`src/rtl/gray_ticket_arbiter_if.sv`:
```
// Request/grant bundle between requesters and the Gray ticket arbiter.
// The arbiter drives only grant-side signals; requesters drive en, req and ack.
interface gray_ticket_arbiter_if #(
    parameter int NREQ  = 4,
    parameter int CBITS = 8
);
    localparam int IDW = (NREQ > 1) ? $clog2(NREQ) : 1;

    logic             en;
    logic [NREQ-1:0]  req;
    logic [NREQ-1:0]  ack;
    logic [NREQ-1:0]  gnt;
    logic [IDW-1:0]   gnt_id;
    logic [CBITS-1:0] ticket;
    logic             busy;
    logic             timeout;
    logic             wrap;
    logic             zero;
    // Observation of internal FSM state and priority pointer.
    logic             dbg_state;
    logic [IDW-1:0]   dbg_ptr;

    modport master (
        output en, req, ack,
        input  gnt, gnt_id, ticket, busy, timeout, wrap, zero, dbg_state, dbg_ptr
    );

    modport slave (
        input  en, req, ack,
        output gnt, gnt_id, ticket, busy, timeout, wrap, zero, dbg_state, dbg_ptr
    );
endinterface

```
`src/rtl/gray_ticket_arbiter.sv`:
```
// Round-robin arbiter handing out Gray-coded tickets from one shared counter.
// Handshake: a grant is held until ack[gnt_id] is sampled high or TIMEOUT cycles pass.
module gray_ticket_arbiter #(
    parameter int NREQ    = 4,
    parameter int CBITS   = 8,
    parameter int TIMEOUT = 8
) (
    input logic                clk,
    input logic                rst,
    gray_ticket_arbiter_if.slave bus
);
    localparam int IDW = (NREQ > 1) ? $clog2(NREQ) : 1;
    localparam int TW  = $clog2(TIMEOUT + 1);

    localparam logic [0:0] S_IDLE  = 1'b0;
    localparam logic [0:0] S_GRANT = 1'b1;

    logic [0:0]       state_q,   state_d;
    logic [CBITS-1:0] cnt_q,     cnt_d;
    logic [IDW-1:0]   ptr_q,     ptr_d;
    logic [TW-1:0]    tmr_q,     tmr_d;
    logic [NREQ-1:0]  gnt_q,     gnt_d;
    logic [IDW-1:0]   gnt_id_q,  gnt_id_d;
    logic             timeout_q, timeout_d;
    logic             wrap_q,    wrap_d;

    logic             win_found;
    logic [IDW-1:0]   win_idx;
    logic [IDW-1:0]   cand;
    logic [IDW-1:0]   ptr_after;
    logic             ack_hit;
    logic             tmr_expired;

    // First requester at or after ptr, wrapping modulo NREQ.
    always_comb begin
        win_found = 1'b0;
        win_idx   = '0;
        cand      = '0;
        for (int i = 0; i < NREQ; i++) begin
            cand = IDW'((int'(ptr_q) + i) % NREQ);
            if (!win_found && bus.req[cand]) begin
                win_found = 1'b1;
                win_idx   = cand;
            end
        end
    end

    assign ptr_after   = (gnt_id_q == IDW'(NREQ - 1)) ? '0 : gnt_id_q + IDW'(1);
    assign ack_hit     = bus.ack[gnt_id_q];
    assign tmr_expired = (tmr_q == TW'(TIMEOUT - 1));

    always_comb begin
        state_d   = state_q;
        cnt_d     = cnt_q;
        ptr_d     = ptr_q;
        tmr_d     = tmr_q;
        gnt_d     = gnt_q;
        gnt_id_d  = gnt_id_q;
        timeout_d = 1'b0;
        wrap_d    = 1'b0;
        case (state_q)
            S_IDLE: begin
                gnt_d = '0;
                if (bus.en && win_found) begin
                    gnt_d    = NREQ'(1) << win_idx;
                    gnt_id_d = win_idx;
                    tmr_d    = '0;
                    state_d  = S_GRANT;
                end
            end
            S_GRANT: begin
                // Ack outranks the timer, so a last-cycle ack still consumes.
                if (ack_hit) begin
                    cnt_d   = cnt_q + CBITS'(1);
                    wrap_d  = (cnt_q == '1);
                    ptr_d   = ptr_after;
                    gnt_d   = '0;
                    state_d = S_IDLE;
                end else if (tmr_expired) begin
                    timeout_d = 1'b1;
                    ptr_d     = ptr_after;
                    gnt_d     = '0;
                    state_d   = S_IDLE;
                end else begin
                    tmr_d = tmr_q + TW'(1);
                end
            end
            default: begin
                gnt_d   = '0;
                state_d = S_IDLE;
            end
        endcase
    end

    always_ff @(posedge clk or posedge rst) begin
        if (rst) begin
            state_q   <= S_IDLE;
            cnt_q     <= '0;
            ptr_q     <= '0;
            tmr_q     <= '0;
            gnt_q     <= '0;
            gnt_id_q  <= '0;
            timeout_q <= 1'b0;
            wrap_q    <= 1'b0;
        end else begin
            state_q   <= state_d;
            cnt_q     <= cnt_d;
            ptr_q     <= ptr_d;
            tmr_q     <= tmr_d;
            gnt_q     <= gnt_d;
            gnt_id_q  <= gnt_id_d;
            timeout_q <= timeout_d;
            wrap_q    <= wrap_d;
        end
    end

    assign bus.gnt       = gnt_q;
    assign bus.gnt_id    = gnt_id_q;
    assign bus.ticket    = cnt_q ^ (cnt_q >> 1);
    assign bus.busy      = (state_q == S_GRANT);
    assign bus.timeout   = timeout_q;
    assign bus.wrap      = wrap_q;
    assign bus.zero      = (cnt_q == '0) & ~rst;
    assign bus.dbg_state = state_q;
    assign bus.dbg_ptr   = ptr_q;

    a_busy_gnt : assert property (@(posedge clk) disable iff (rst)
        bus.busy == (bus.gnt != '0));
    a_gnt_onehot : assert property (@(posedge clk) disable iff (rst)
        $onehot0(bus.gnt));
    a_pulse_excl : assert property (@(posedge clk) disable iff (rst)
        !(bus.timeout && bus.wrap));
endmodule

```
`src/flat_wrapper.sv`:
```
// flat-port wrapper written by rule: the top's interface ports become plain ports
module gray_ticket_arbiter_flat 
#(
    parameter int NREQ    = 4,
    parameter int CBITS   = 8,
    parameter int TIMEOUT = 8
)
  (clk, rst, bus_en, bus_req, bus_ack, bus_gnt, bus_gnt_id, bus_ticket, bus_busy, bus_timeout, bus_wrap, bus_zero, bus_dbg_state, bus_dbg_ptr);
  gray_ticket_arbiter_if #(.NREQ(NREQ), .CBITS(CBITS)) bus_i ();
  input logic clk;
  input logic rst;
  input wire logic [$bits(bus_i.en)-1:0] bus_en;
  input wire logic [$bits(bus_i.req)-1:0] bus_req;
  input wire logic [$bits(bus_i.ack)-1:0] bus_ack;
  output wire logic [$bits(bus_i.gnt)-1:0] bus_gnt;
  output wire logic [$bits(bus_i.gnt_id)-1:0] bus_gnt_id;
  output wire logic [$bits(bus_i.ticket)-1:0] bus_ticket;
  output wire logic [$bits(bus_i.busy)-1:0] bus_busy;
  output wire logic [$bits(bus_i.timeout)-1:0] bus_timeout;
  output wire logic [$bits(bus_i.wrap)-1:0] bus_wrap;
  output wire logic [$bits(bus_i.zero)-1:0] bus_zero;
  output wire logic [$bits(bus_i.dbg_state)-1:0] bus_dbg_state;
  output wire logic [$bits(bus_i.dbg_ptr)-1:0] bus_dbg_ptr;
  assign bus_i.en = bus_en;
  assign bus_i.req = bus_req;
  assign bus_i.ack = bus_ack;
  assign bus_gnt = bus_i.gnt;
  assign bus_gnt_id = bus_i.gnt_id;
  assign bus_ticket = bus_i.ticket;
  assign bus_busy = bus_i.busy;
  assign bus_timeout = bus_i.timeout;
  assign bus_wrap = bus_i.wrap;
  assign bus_zero = bus_i.zero;
  assign bus_dbg_state = bus_i.dbg_state;
  assign bus_dbg_ptr = bus_i.dbg_ptr;
  gray_ticket_arbiter #(.NREQ(NREQ), .CBITS(CBITS), .TIMEOUT(TIMEOUT)) u_core (.clk(clk), .rst(rst), .bus(bus_i));
endmodule
```
`config.mk`:
```
export PLATFORM = sky130hd
export DESIGN_NAME = gray_ticket_arbiter_flat
export DESIGN_NICKNAME = d
export VERILOG_FILES = /design/src/rtl/gray_ticket_arbiter_if.sv /design/src/rtl/gray_ticket_arbiter.sv /design/src/flat_wrapper.sv
export SDC_FILE = /design/constraint.sdc
export NUM_CORES = 1
export LEC_CHECK = 0
export CORE_AREA = 2 2 49 51
export DETAILED_ROUTE_END_ITERATION = 8
export DIE_AREA = 0 0 51 53
export DONT_BUFFER_PORTS = 1
export GPL_TIMING_DRIVEN = 0
export PLACE_DENSITY = 0.75
export RECOVER_POWER = 25
export SETUP_SLACK_MARGIN = 0.1
export SLEW_MARGIN = 20
export SYNTH_ARGS = -nofsm -noshare
export SYNTH_HDL_FRONTEND = slang
export SYNTH_SLANG_ARGS = --single-unit
```
`constraint.sdc`:
```
create_clock -name clk -period 2.2 [get_ports clk]
set_input_delay 0.11 -clock clk [delete_from_list [all_inputs] [get_ports clk]]
set_output_delay 0.11 -clock clk [all_outputs]
set_load 0.01 [all_outputs]
```
==> metrics list <==
- After synthesis, the share of flip-flops with an asynchronous set or reset is 1.00.
- By startpoint and endpoint, the worst setup path is classified as register to register.
* Core Area: 0.00215 mm2
- For the worst setup path, the data required time is 2410 ps.
- The first detailed-routing pass ran for 4 iterations.
- Sequential cell area in the final layout: 576 um2
- The synthesized netlist occupies a cell area of 0.00128 mm2.
* Buffer levels on the longest clock path: 2
- Switching power: 0.000742 W
- Of the total power, combinational logic draws 0.432.
- P per Cell Area: 1280 mW/mm2
- At the pin with the least slew margin, the transition time is 855 ps.
- In the global route stage, overall resource usage came out at 0.201.
* Final antenna diode count: 0
* Number of flip-flops and latches in the synthesized netlist: 23
- The worst pin sits at a relative slew slack of 0.429.
- Vias in the first global route: 942
- Footprint of the multi-input gates: 627 um2
* Mean instance size in the synthesized netlist: 10.6 um2
- Worst hold path class: input port to register
- Critical path's slowest cell: sky130_fd_sc_hd__mux4_2
- Setup violations remaining at the end of the flow were counted as 0.
- Half-perimeter wire length of the detailed placement result: 1810 um
- Among all flip-flop cells after synthesis, the most frequent one is sky130_fd_sc_hd__dfrtp_1.
- Counting every sink on the clock net gives 23.
- Entering global routing, the biggest net connects 24 pins.
- Area delta synth->final: 5.29%
* Sequential share of the synthesized area: 0.451
- Fraction of final layout cells sized beyond drive strength 1: 0.0880
* Final worst hold slack: 45.5 ps
- The number of pins with negative max-slew slack in the final report is 0.
- The worst register-to-register path has a depth of 5.
- Synthesis produced 120 cells.
* Setup slack of the most critical reg-to-reg path: 290 ps
* Min Tclk post-route: 1910 ps
* Kind of start point of the critical path: register
* Die X: 51 um
* Synth cell types: 34
- Period utilization: 0.867
* Die height: 53 um
- Of the total power, the share spent switching nets is 0.432.
- The library cell used most frequently in the layout, excluding fill and tap cells, is sky130_fd_sc_hd__dfrtp_1.
- Vias post-DR: 910
* Nets: 150
- Reg2Reg Capture Point: u_core.bus.wrap
- Detail-routed net length per standard cell: 15.5 um
- After detailed routing, the number of vias per cell comes to 5.95.
* Site Rows: 17
- Die Area: 0.00270 mm2
- Final number of hold-violating endpoints: 0
- Internal power comes to 0.000976 W.
* I/O pin count: 32
- Residual overflow from global routing: 0
- During synthesis, Yosys emitted a total of 0 warnings.
- Post-Route Skew: 8.61 ps
- Tracing the worst setup path back leads to its startpoint at u_core.bus.gnt_id[0].
- In this run the number of H-tree levels came out at 1.
- RSZ-0062 raised after global routing: false
- Maximum fanout along the worst path: 7
- Part of the power in registers: 0.455
- Leakage: 0.659 nW
* Global-route wire length before repair: 4030 um
* Post-route DRC: 0
* Routability cong.: 0.789
* FILL cells: 183
- CTS tree: yes
* Area after DPL: 0.00131 mm2
- The critical path goes through mux4_2 -> and2_4 -> buf_6 -> and3_4 -> and3_1.
* CP Capture Point: u_core.bus.wrap
* DRT antenna net count: 0
- Post-synth EDFFs: 0
* WP data arrival: 2110 ps
* Top library cells by usage in the layout, fill and taps aside: sky130_fd_sc_hd__dfrtp_1, sky130_fd_sc_hd__inv_1, sky130_fd_sc_hd__nand2_1, sky130_fd_sc_hd__ha_1, sky130_fd_sc_hd__o21ai_0
- After routing the design area is 0.00135 mm2.
* Nature of the critical path endpoint: register
* CTS Buf Count: 3
- Final Routed Wirelength: 2370 um
- The detailed router finished its first iteration with 9 violations.
- Timing analysis after detailed placement gives a worst setup slack of 316 ps.
- For this run, the slowest stage of the critical path takes 630 ps.
- Highest clock rate: 525 MHz
* Antenna violations before repair: 0
- Clock-pin slew reported for the worst setup and hold paths after clock tree synthesis: 130 ps
- Adding up every negative setup slack in the final design gives 0 ps.
- The count of buffers added on input and output ports is 0.
* Source of the worst register-to-register timing path: u_core.bus.gnt_id[0]
* Design Power: 0.00172 W
- Counting every net in the synthesized netlist gives 144.
- Across all setup checks in the final design, the least slack found is 293 ps.
- The clock reaches the later pin of the worst-skew pair after 310 ps.
- Number of violations of the max-capacitance limit: 0
- The run finished with clean final reports.
- Relative contribution of the clock network to total power: 0.113
* Clock root buffer: sky130_fd_sc_hd__clkbuf_4
* Worst vdd ir: 0.675 mV
* Initial core utilization: 0.595
==> power by group through the flow <==
stage | Combinational, W | Clock, W | Sequential, W
after floorplan | 0.000628 | 0 | 0.000740
after global placement | 0.000718 | 0 | 0.000781
after detailed placement | 0.000750 | 0 | 0.000791
after CTS | 0.000761 | 0.000199 | 0.000781
after global routing | 0.000834 | 0.000211 | 0.000806
final | 0.000743 | 0.000194 | 0.000781
==> stage by stage <==
step | utilization | std cells
floorplan | - | 120
global placement | 0.611 | 148
detailed placement | 0.611 | 148
CTS | 0.628 | 153
global route | 0.626 | 153
finish | 0.626 | 153
==> how the worst min path moves through the flow <==
stage	start	end	cells past startpoint
finish	bus_req[3]	u_core.bus.gnt[1]	2
global route	bus_req[3]	u_core.bus.gnt[1]	2
floorplan	rst	u_core.bus.busy	1
CTS	bus_req[3]	u_core.bus.gnt[1]	2
global placement	rst	u_core.cnt_q[4]	1
detailed placement	rst	u_core.bus.wrap	1
==> worst max-delay path: cells and delay by family (launching register included) <==
| family | cells | cell delay [ps] |
|---|---|---|
| muxes | 1 | 630 |
| buffers and inverters | 1 | 130 |
| DFF | 1 | 510 |
| and+or+nand+nor | 3 | 550 |
==> metal layers <==
| metal | up-vias | GRT usage | part of all wire |
|---|---|---|---|
| met4 | 0 | 0.0676 | 0.013 |
| li1 | 428 | - | - |
| met1 | 440 | 0.240 | 0.42 |
| met3 | 5 | 0.0395 | 0.063 |
| met5 | - | 0 | 0 |
| met2 | 37 | 0.361 | 0.50 |
==> cells by family (layout without fill, tap and decap cells) <==
kind of cell | after synthesis | after routing | synth area share
AOI/OAI and AO/OA | 23 | 23 | 0.119
xor gates and xnor gates | 7 | 7 | 0.0480
adders and majority gates | 13 | 13 | 0.127
buffers and inverters | 16 | 21 | 0.0588
DFF | 23 | 23 | 0.451
muxes | 4 | 4 | 0.0421
and+or+nand+nor | 34 | 34 | 0.154
==> cells in the mapped netlist, types with 3 or more instances <==
cell                      number  area share
sky130_fd_sc_hd__a22o_1        3       0.021
sky130_fd_sc_hd__nand4_1       3       0.015
sky130_fd_sc_hd__xnor2_1       7       0.048
sky130_fd_sc_hd__dfrtp_1      23        0.45
sky130_fd_sc_hd__nand2_1      13       0.038
sky130_fd_sc_hd__ha_1         13        0.13
sky130_fd_sc_hd__inv_1        13       0.038
sky130_fd_sc_hd__o21ai_0      10       0.039
==> what timing repair did <==
action | in CTS | in global routing
buffers inserted | 0 | 0
hold buffers | 1 | 0
hold endpoints to repair | 23 | 0
resized for setup | 0 | 0
==> registers in the layout, summed over array words and instances, names as in the netlist <==
register            cells
u_core.bus.dbg_ptr      2
u_core.bus.wrap         1
u_core.bus.gnt_id       2
u_core.tmr_q            4
u_core.bus.gnt          4
u_core.bus.busy         1
u_core.cnt_q            8
u_core.bus.timeout      1
==> cell type report <==
cell class | count | area share
Multi-Input combinational cell | 81 | 0.466
Timing Repair Buffer | 1 | 0.00744
Tap cell | 28 | 0.0260
Buffer | 3 | 0.0167
Sequential cell | 23 | 0.428
Inverter | 13 | 0.0363
Clock buffer | 4 | 0.0195
Power figures use the tool's default switching activity.
